**src/rtl/mem_stage_ctrl.sv**
```systemverilog
// MEM-stage controller: branch/jump redirect, data-memory req/ack sequencing
// with upstream stall, and the registered MEM/WB fields for write-back.
module mem_stage_ctrl #(
  parameter int unsigned TIMEOUT = 15,  // REQ cycles allowed before forced completion (1..255)
  parameter int unsigned CNT_W   = 32   // width of the stall-cycle counter
) (
  input  logic             clk,
  input  logic             rst,
  input  logic             RegWrite,
  input  logic             MemtoReg,
  input  logic             Jump,
  input  logic             MemWrite,
  input  logic             MemRead,
  input  logic             Branch,
  input  logic [31:0]      JumpV,
  input  logic [31:0]      OutBranch,
  input  logic             zflag,
  input  logic [31:0]      AluRes,
  input  logic [31:0]      Data2,
  input  logic [4:0]       writeReg,
  output logic             mem_req,
  output logic             mem_we,
  output logic [31:0]      mem_addr,
  output logic [31:0]      mem_wdata,
  input  logic [31:0]      mem_rdata,
  input  logic             mem_ack,
  output logic             stall,
  output logic             pc_src,
  output logic [31:0]      pc_target,
  output logic             wb_RegWrite,
  output logic             wb_MemtoReg,
  output logic [31:0]      wb_ReadData,
  output logic [31:0]      wb_AluRes,
  output logic [4:0]       wb_writeReg,
  output logic             misalign,
  output logic             timeout_err,
  output logic [CNT_W-1:0] stall_cycles
);

  typedef enum logic [1:0] {IDLE, REQ, DONE} state_t;

  state_t     state, state_nxt;
  logic [7:0] to_cnt;
  logic       mem_op;
  logic       aligned;
  logic       start_acc;
  logic       ack_hit;
  logic       to_hit;

  assign mem_op    = MemRead | MemWrite;
  assign aligned   = (AluRes[1:0] == 2'b00);
  assign start_acc = (state == IDLE) && mem_op && aligned;
  // An ack counts only while a request is outstanding; stray acks elsewhere are ignored.
  assign ack_hit   = (state == REQ) && mem_ack;
  assign to_hit    = (state == REQ) && !mem_ack && (to_cnt == 8'(TIMEOUT - 1));

  // Stall is forced low while in reset so upstream is never frozen by a stale EX/MEM op.
  assign stall     = !rst && ((state == REQ) || start_acc);
  assign pc_src    = !stall && (Jump || (Branch && zflag));
  assign pc_target = Jump ? JumpV : OutBranch;

  // State register.
  // NOTE: sequential state uses non-blocking assignments so every flop samples pre-edge values.
  always_ff @(posedge clk or posedge rst) begin
    if (rst) state <= IDLE;
    else     state <= state_nxt;
  end

  // Next-state logic.
  // NOTE: the default assignment first keeps this block purely combinational (no latch).
  always_comb begin
    state_nxt = state;
    unique case (state)
      IDLE:    if (start_acc) state_nxt = REQ;
      REQ:     if (ack_hit || to_hit) state_nxt = DONE;
      DONE:    state_nxt = IDLE;
      default: state_nxt = IDLE;
    endcase
  end

  // Memory request interface and REQ-cycle timeout counter.
  always_ff @(posedge clk or posedge rst) begin
    if (rst) begin
      mem_req   <= 1'b0;
      mem_we    <= 1'b0;
      mem_addr  <= '0;
      mem_wdata <= '0;
      to_cnt    <= '0;
    end else begin
      unique case (state)
        IDLE: begin
          if (start_acc) begin
            mem_req   <= 1'b1;
            mem_we    <= MemWrite;  // store wins when both MemRead and MemWrite are set
            mem_addr  <= AluRes;
            mem_wdata <= Data2;
            to_cnt    <= '0;
          end
        end
        REQ: begin
          if (ack_hit || to_hit) mem_req <= 1'b0;
          else                   to_cnt  <= to_cnt + 8'd1;
        end
        default: ;
      endcase
    end
  end

  // Error flags: one-cycle misalign pulse, sticky timeout.
  always_ff @(posedge clk or posedge rst) begin
    if (rst) begin
      misalign    <= 1'b0;
      timeout_err <= 1'b0;
    end else begin
      misalign <= (state == IDLE) && mem_op && !aligned;
      if (to_hit) timeout_err <= 1'b1;
    end
  end

  // MEM/WB pipeline register: pass-through, bubbles while stalled, completion in DONE.
  always_ff @(posedge clk or posedge rst) begin
    if (rst) begin
      wb_RegWrite <= 1'b0;
      wb_MemtoReg <= 1'b0;
      wb_ReadData <= '0;
      wb_AluRes   <= '0;
      wb_writeReg <= '0;
    end else begin
      unique case (state)
        IDLE: begin
          if (!mem_op) begin
            wb_RegWrite <= RegWrite;
            wb_MemtoReg <= MemtoReg;
            wb_AluRes   <= AluRes;
            wb_writeReg <= writeReg;
          end else begin
            // Misaligned op is dropped, aligned op starts a bubble.
            wb_RegWrite <= 1'b0;
            wb_MemtoReg <= 1'b0;
          end
        end
        REQ: begin
          wb_RegWrite <= 1'b0;
          wb_MemtoReg <= 1'b0;
          if (!mem_we) begin
            if (ack_hit)     wb_ReadData <= mem_rdata;
            else if (to_hit) wb_ReadData <= '0;
          end
        end
        DONE: begin
          wb_RegWrite <= RegWrite && !mem_we;
          wb_MemtoReg <= MemtoReg;
          wb_AluRes   <= AluRes;
          wb_writeReg <= writeReg;
        end
        default: ;
      endcase
    end
  end

  // Saturating count of stalled cycles.
  always_ff @(posedge clk or posedge rst) begin
    if (rst)                                  stall_cycles <= '0;
    else if (stall && (stall_cycles != '1))   stall_cycles <= stall_cycles + CNT_W'(1);
  end

endmodule
```
**config.mk**
```make
export PLATFORM = sky130hd
export DESIGN_NAME = mem_stage_ctrl
export DESIGN_NICKNAME = d
export VERILOG_FILES = /design/src/rtl/mem_stage_ctrl.sv
export SDC_FILE = /design/constraint.sdc
export NUM_CORES = 1
export LEC_CHECK = 0
export BUFFER_PORTS_ARGS = -buffer_cell sky130_fd_sc_hd__buf_2
export CORE_AREA = 8 8 143 145
export DETAILED_ROUTE_END_ITERATION = 10
export DIE_AREA = 0 0 151 153
export GPL_TIMING_DRIVEN = 0
export PLACE_DENSITY = 0.74
export SLEW_MARGIN = 20
export SYNTH_ARGS = -nofsm -noshare
export SYNTH_HDL_FRONTEND = slang
export SYNTH_SLANG_ARGS = --single-unit
```
**constraint.sdc**
```tcl
create_clock -name clk -period 11.6 [get_ports clk]
set_clock_uncertainty 0.2 [all_clocks]
set_input_delay 1.16 -clock clk [delete_from_list [all_inputs] [get_ports clk]]
set_output_delay 1.16 -clock clk [all_outputs]
set_load 0.01 [all_outputs]
```
# Yosys cells after proc, flatten, opt, wreduce, memory -nomap -nowiden
# Cells that the tools add are included.
[op_classes] n_addsub=2 n_eq_ne=8 mux=20 bitwise=2 reduce_logical=31
[ops] cell="32-bit two-way mux" count=4
[ops] cell="32-bit case mux with 2 select lines" count=1
[ops] cell="32-bit by 1-bit adder with 32-bit output, second input constant" count=1
[ops] cell="32-bit inequality test, second input constant" count=1
[ops] cell="8-bit two-way mux" count=2
[ops] cell="8-bit case mux with 2 select lines" count=1
[ops] cell="1-bit logical AND" count=11
[ops] cell="5-bit case mux with 2 select lines" count=1
[ops] cell="3-bit AND reduction" count=3
[ops] cell="8-bit by 1-bit adder with 8-bit output, second input constant" count=1
[ops] cell="8-bit by 4-bit == test with 1-bit output, second input constant" count=1
[ops] cell="2-bit inequality test, second input constant" count=3
[ops] cell="1-bit case mux with 3 select lines" count=2
[ops] cell="2-bit AND reduction" count=3
[ops] cell="2-bit nonzero test" count=3
[ops] cell="1-bit zero test" count=5
[ops] cell="5-bit two-way mux" count=1
[ops] cell="2-bit zero test" count=2
[ops] cell="1-bit two-way mux" count=4
[ops] cell="2-bit two-way mux" count=2
[ops] cell="2-bit case mux with 2 select lines" count=1
[ops] cell="1-bit logical OR" count=3
[ops] cell="3-bit nonzero test" count=1
[ops] cell="2-bit by 1-bit == test with 1-bit output, second input constant" count=1
[ops] cell="5 further kinds" count=5
[word_totals] register_bits=181 input_bits=175 out_inout_bits=205 word_cells=77

# Longest topological paths before layout
# Gate-level depths: netlist of the first run.
[logic_depth] depth_word=7 mapped_depth=10

# Worst setup path before layout of the first run
# OpenSTA, ideal clock, no wires.
[synth_timing] path_kind="input to output" from="in MemWrite" to="out pc_src" arrival_ns=2.201 slack_ns=8.039 path_stages=5 n_path_buf=1 cell_sequence="o21a_1 > a21oi_2 > clkbuf_1 > inv_1 > nor2_1"
[synth_via] elab_chain_len=7
[synth_rtl] element="from (decl)" line_no="12" rtl="input logic MemWrite,"
[synth_rtl] element="1-bit OR" line_no="50" rtl="assign mem_op = MemRead | MemWrite;"
[synth_rtl] element="1-bit logical AND (2 in a row)" line_no="52" rtl="assign start_acc = (state == IDLE) && mem_op && aligned;"
[synth_rtl] element="1-bit logical OR" line_no="58" rtl="assign stall = !rst && ((state == REQ) || start_acc);"
[synth_rtl] element="1-bit logical AND" line_no="58"
[synth_rtl] element="net stall" line_no="27" rtl="output logic stall,"
[synth_rtl] element="1-bit zero test" line_no="59" rtl="assign pc_src = !stall && (Jump || (Branch && zflag));"
[synth_rtl] element="1-bit logical AND" line_no="59"
[synth_rtl] element="to (decl)" line_no="28" rtl="output logic pc_src,"
# The timed path passes the listed nets, and every way through them passes these cells.

# Worst setup path in the final report of the first run
[layout_timing] from="in MemWrite" to="out pc_src"
[layout_via] elab_chain_len=7
[layout_rtl] element="1-bit OR" line_no="50"
[layout_rtl] element="1-bit logical AND (2 in a row)" line_no="52"
[layout_rtl] element="1-bit logical OR" line_no="58"
[layout_rtl] element="1-bit logical AND" line_no="58"
[layout_rtl] element="1-bit zero test" line_no="59"
[layout_rtl] element="1-bit logical AND" line_no="59"
# Every way passes these cells.

==> results of run 1 <==
## layout make-up
cell class / count / area, um2 / area share [%]
multi-input combinational: 540 / 3190 / 29.8
clock inverter: 15 / 133 / 1.24
sequential: 181 / 4530 / 42.3
inverter: 8 / 37.5 / 0.351
buffer: 39 / 168 / 1.57
tap: 234 / 293 / 2.74
antenna: 2 / 5.00 / 0.0468
clock buffer: 17 / 425 / 3.97
timing repair buffer: 379 / 1920 / 17.9
## cell families after synthesis
| group | Yosys count | synth area share [%] |
|---|---|---|
| XOR/XNOR | 28 | 3.10 |
| flip-flops | 181 | 57.2 |
| buffers and inverters | 47 | 2.50 |
| AO/OA/AOI/OAI | 29 | 2.58 |
| AND/OR/NAND/NOR | 397 | 22.3 |
| multiplexers | 77 | 10.9 |
| adder cells (fa/ha/maj) | 9 | 1.42 |
## metrics by stage
stage	setup slack, ps	instance area, um2
6_report	7580	10700
3_3_place_gp	3150	10100
5_1_grt	7400	10700
2_1_floorplan	5320	7920
3_5_place_dp	7570	10100
4_1_cts	7580	10700
## how the worst min path moves through the flow
| stage | slack [ps] | to | start | cells after the start |
|---|---|---|---|---|
| 2_1_floorplan | 240 | to_cnt[3] | to_cnt[3] | 1 |
| 3_3_place_gp | 240 | wb_ReadData[18] | wb_ReadData[18] | 2 |
| 3_5_place_dp | 250 | wb_ReadData[16] | wb_ReadData[16] | 2 |
| 4_1_cts | 260 | wb_ReadData[16] | wb_ReadData[16] | 2 |
| 5_1_grt | 290 | wb_ReadData[16] | wb_ReadData[16] | 2 |
| 6_report | 260 | wb_ReadData[16] | wb_ReadData[16] | 2 |
## power groups by stage
stage / clock [mW] / sequential, mW / combinational [mW]
2_1_floorplan: 0 / 1.13 / 0.381
3_3_place_gp: 0 / 1.01 / 0.923
3_5_place_dp: 0 / 1.02 / 0.949
4_1_cts: 0.565 / 1.02 / 0.948
5_1_grt: 0.593 / 1.05 / 1.03
6_report: 0.553 / 1.01 / 0.928
## registers in the layout (all words and copies together) (netlist names)
signal,flops
state,2
mem_addr,32
wb_writeReg,5
misalign,1
to_cnt,8
wb_AluRes,32
stall_cycles,32
mem_wdata,32
wb_MemtoReg,1
timeout_err,1
mem_req,1
wb_RegWrite,1
mem_we,1
wb_ReadData,32
## worst reg2reg max path, stage by stage (launching register included)
cell and delay, ps:
dfrtp_1 410, inv_1 140, ha_1 320, o21ai_1 150, nor3_2 610, o21ai_1 160
buf_2 210, or4b_1 490, o211ai_1 110
## layout by cell type, fill, tap and decap left out, drive strengths merged, types with 2 or more instances in the layout
| cell | count |
|---|---|
| or2 | 4 |
| a21oi | 4 |
| nand3 | 46 |
| nand2 | 276 |
| ha | 9 |
| clkinvlp | 2 |
| or3 | 2 |
| nor3 | 17 |
| inv | 17 |
| nor2 | 18 |
| xnor2 | 6 |
| and2 | 7 |
| nor2b | 2 |
| dfrtp | 181 |
| nor4b | 3 |
| mux2i | 2 |
| nand4 | 14 |
| diode | 2 |
| nor4 | 3 |
| mux2 | 75 |
| xor2 | 22 |
| and4 | 2 |
| o21ai | 12 |
| o31ai | 5 |
| clkinv | 4 |
| clkbuf | 47 |
| buf | 388 |
## layer usage
metal / vias to the layer above / track usage [%] / share of wire [%]
met3: 38 / 9.65 / 11
met2: 245 / 34.4 / 46
li1: 3342 / - / -
met5: - / 0 / 0.11
met1: 3331 / 28.2 / 41
met4: 6 / 7.21 / 2.0
==> results_dict.tcl, run 1 <==
set metrics [dict create \
    status "finished clean" \
    power_per_cell_area_nw_per_um2 233 \
    global_route_wire_length_before_repair_um 40700 \
    postCtsHoldBufs 0 \
    worstSetupStartpoint "MemWrite" \
    cp-endpoint "pc_src" \
    tritoncts "done" \
    period_utilization_pct 34.7 \
    crit_arrival_ps 2660 \
    reg2reg_depth 8 \
    setup.worst_path.class "in2out" \
    grt_setup_unrepaired "no" \
    worst_path_dominant_cell_family "buffers and inverters" \
    timing.slew.headroom_pct 47.7 \
    delay_of_the_slowest_cell_on_the_worst_path_ps 390 \
    grt_max_degree 101 \
    totalNegativeSetupSlack_ps 0 \
    total_number_of_vias 6962 \
    dp.cells 1381 \
    report.final.setup_viol 0 \
    worst_r2r_end "to_cnt[7]" \
    final_stage_net_count 1350 \
    routedWlPerCell_um 18.4 \
    cts_buffers 17 \
    cts_max_level 4 \
    synth_nets 952 \
    detail_route.first_pass.iterations 4 \
    post-synth-top-count-cell "nand2_1" \
    yosys_warnings 0 \
    maxCapViolCount 0 \
    cts_sinks 181 \
    detailedPlacementHpwl_um 20500 \
    first_global_vias 7192 \
    finish.utilization_pct 58.6 \
    fillers 1590 \
    cts_resized 0 \
    worstPathCellList "buf_2 > o21a_1 > a21oi_2 > clkbuf_1 > inv_1 > nor2_1 > buf_2" \
    regToRegSetupSlack_ps 8720 \
    fp-row-count 50 \
    top_level_ports 380 \
    cts_setup_buffers 0 \
    critPathRequiredTime_ps 10240 \
    area_of_the_die_um2 23100 \
    antenna_found_initial 4 \
    synthTopCellsByCount "276 x nand2_1, 181 x dfrtp_1, 75 x mux2_2" \
    timing_worst_slew_pin_value_ps 769 \
    critical_path_cell_count 7 \
    overflow 0 \
    postRouteAntennaNets 0 \
    io_buffers 378 \
    synth_top_cell_area_share_pct 57.2 \
    power.share.switching_pct 37.8 \
    critical_path_buf_inv_count 4 \
    synth_cell_types 44 \
    totalWireLength_um 26000 \
    drive_gt1_share_pct 43.5 \
    final_worst_hold_slack_ps 261 \
    clock_insertion_delay_worst_skew_ps 420 \
    p_switching_mw 0.943 \
    routabilityCongestion 0.957 \
    cpMaxStageDelayCell "clkbuf_1" \
    netlist.top_cell.by_area "dfrtp_1" \
    most_common_flop_cell_mapped_by_yosys "dfrtp_1" \
    max_fclk_mhz 249 \
    fin_cells 1415 \
    power.internal_mw 1.55 \
    syn-cell-area_um2 7920 \
    finalHoldViolations 0 \
    power_frac_seq_pct 40.7 \
    drt-vias-per-instance 4.92 \
    area.growth.synth_to_final_pct 35.2 \
    r2r-start "state[1]" \
    period_minus_slack_ps 4020 \
    clock_tree.buffer_depth 2 \
    leakagePower_nw 5.89 \
    die_y_um 153 \
    postSynthCellCount 768 \
    cts-root-buf "clkbuf_16" \
    postSynthRegisterBits 181 \
    start_util_pct 43.3 \
    clock_edge_transition_at_the_registers_on_the_reported_setup_and_hold_paths_ps 70 \
    critPathMostFrequentCell "buf_2" \
    yosysSeqAreaShare_pct 57.2 \
    number_of_design_rule_violations_left_after_detail_routing 0 \
    synth_edf_count 0 \
    min_path_type "reg2reg" \
    ir_worst_vdd_uv 138 \
    logic_gate_share_of_total_power_pct 37.2 \
    dieWidth_um 151 \
    async_reset_ff_share_pct 100 \
    power_mw 2.50 \
    avgSynthCellArea_um2 10.3 \
    final-max-slew-violation-count 0 \
    largest_fanout_on_the_critical_path 10 \
    crit_path_start_kind "primary input" \
    crit_path_end_kind "output pin" \
    core_um2 18300 \
    drtIter0Drc 366 \
    power.share.clock_pct 22.2 \
    synthTopCellsByArea "dfrtp_1 57%, nand2_1 13%, mux2_2 11%" \
    gr-usage-all-layers_pct 22.6 \
]
(Power assumes the default switching activity.)
==> run 2, diff against run 1 <==
- clock period: 11.6 -> 4.15 ns (I/O delays scaled with it)
==> run 2 against run 1 <==
Effect of this change: cell count up 4.7%; sequential cell count unchanged; combinational power grew to 2.9 times the previous value; highest routed layer unchanged.
==> results_dict.tcl, run 2 (synthesis gave the netlist of run 1 again) <==
set metrics [dict create \
    grt_setup_unrepaired "no" \
    tritoncts "done" \
    worstPathCellList "inv_1 > ha_1 > o21a_1 > a21oi_2 > clkbuf_1 > inv_1 > nor2_1 > buf_2" \
    clock_tree.buffer_depth 2 \
    drt-vias-per-instance 4.90 \
    max_fclk_mhz 311 \
    totalNegativeSetupSlack_ps 0 \
    routedWlPerCell_um 18.4 \
    total_number_of_vias 7257 \
    crit_path_end_kind "output pin" \
    maxCapViolCount 0 \
    timing.slew.headroom_pct 45.6 \
    cts_sinks 181 \
    min_path_type "in2reg" \
    diodes 0 \
    clock_edge_transition_at_the_registers_on_the_reported_setup_and_hold_paths_ps 70 \
    detail_route.first_pass.iterations 7 \
    number_of_design_rule_violations_left_after_detail_routing 0 \
    critPathMostFrequentCell "inv_1" \
    area_of_the_die_um2 23100 \
    ir_worst_vdd_uv 362 \
    report.final.setup_viol 0 \
    routabilityCongestion 0.882 \
    final_worst_hold_slack_ps 10.6 \
    totalWireLength_um 27300 \
    grt_max_degree 35 \
    crit_path_start_kind "flip-flop" \
    regToRegSetupSlack_ps 1280 \
    io_buffers 378 \
    leakagePower_nw 6.21 \
    start_util_pct 43.3 \
    crit_arrival_ps 2600 \
    cts_buffers 17 \
    fp-row-count 50 \
    first_global_vias 7724 \
    die_y_um 153 \
    status "finished clean" \
    critPathRequiredTime_ps 3530 \
    cts_max_level 4 \
    drive_gt1_share_pct 41.6 \
    most_frequent_cells_in_the_layout "383 x buf_2, 276 x nand2_1, 181 x dfrtp_1, 75 x mux2_2, 62 x dlygate4sd3_1" \
    period_minus_slack_ps 3220 \
    postRouteAntennaNets 0 \
    gr-usage-all-layers_pct 23.6 \
    fin_cells 1481 \
    drtIter0Drc 364 \
    delay_of_the_slowest_cell_on_the_worst_path_ps 430 \
    setup.worst_path.class "reg2out" \
    clock_insertion_delay_worst_skew_ps 420 \
    overflow 0 \
    layout.cells.most_common "buf_2" \
    cts-root-buf "clkbuf_16" \
    top_level_ports 380 \
    finalHoldViolations 0 \
    final_stage_net_count 1418 \
    dp.cells 1387 \
    final-max-slew-violation-count 0 \
    largest_fanout_on_the_critical_path 10 \
    dieWidth_um 151 \
    cpMaxStageDelayCell "dfrtp_1" \
    power_per_cell_area_nw_per_um2 619 \
    timing_worst_slew_pin_value_ps 800 \
    core_um2 18300 \
    period_utilization_pct 77.5 \
    global_route_wire_length_before_repair_um 42900 \
    antenna_found_initial 2 \
    area.growth.synth_to_final_pct 44.7 \
    detailedPlacementHpwl_um 20600 \
]
==> run 2: changes by cell type in the layout (fill, tap and decap cells not counted) <==
cell / previous run / this run
inv_6: 6 / 5
clkinvlp_4: 2 / 4
inv_8: 4 / 3
clkbuf_8: 0 / 2
dlygate4sd3_1: 0 / 62
buf_12: 0 / 4
diode_2: 2 / 0
clkinv_4: 3 / 1
buf_16: 1 / 3
==> run 2: final timing paths <==
kind | start | cells after the start | to
worst max-delay path | state[0] | 8 | pc_src
worst min-delay path | AluRes[17] | 3 | mem_addr[17]
worst max register to register | state[1] | 8 | to_cnt[7]
worst min register to register | wb_ReadData[19] | 2 | wb_ReadData[19]
max in group asynchronous | rst | 6 | wb_AluRes[5]
min in group asynchronous | rst | 3 | to_cnt[0]
==> run 2: cell type report <==
cell class,instances,area [um2]
clock inverter,13,114
multi-input combinational,540,3190
fill,1475,6810
buffer,39,168
timing repair buffer,447,2680
inverter,8,33.8
sequential,181,4530
clock buffer,19,453
tap,234,293
==> run 2: per-stage QoR <==
stage,utilization (%),setup slack (ps),power [mW],area (um2)
final,62.7,934,7.09,11500
after global routing,62.7,697,7.55,11500
after CTS,62.7,898,7.15,11500
after detailed placement,56.2,1290,5.52,10300
after global placement,55.3,44.5,5.41,10100
after floorplan,-,1210,4.23,7920
==> run 2: timing repair <==
| item | 4_1_cts | 5_1_grt |
|---|---|---|
| setup buffers | 0 | 0 |
| endpoints found under the setup margin | 0 | 0 |
| endpoints found under the hold margin | 71 | 0 |
| resized for setup | 0 | 0 |
| hold buffers | 62 | 0 |
==> run 2: report_power, final <==
group	switching, mW	internal, mW	leakage (nW)	total (mW)
Sequential	0.411	2.45	2.32	2.87
Combinational	1.53	1.14	3.62	2.68
Clock	0.729	0.821	0.273	1.55
==> run 2: routing by layer <==
layer	vias up	track usage [%]	routed length (um)
met4	4	7.59	547
met1	3466	29.0	11100
met3	39	8.41	2530
li1	3476	-	-
met5	-	0	20
met2	272	37.8	13100
==> run 2: worst max-delay path, delay by kind of cell (launching register included) <==
family | cells | cell delay (ps)
simple gates | 1 | 120
buf+inv | 4 | 840
fa+ha+maj | 1 | 300
compound gates | 2 | 480
flops | 1 | 430
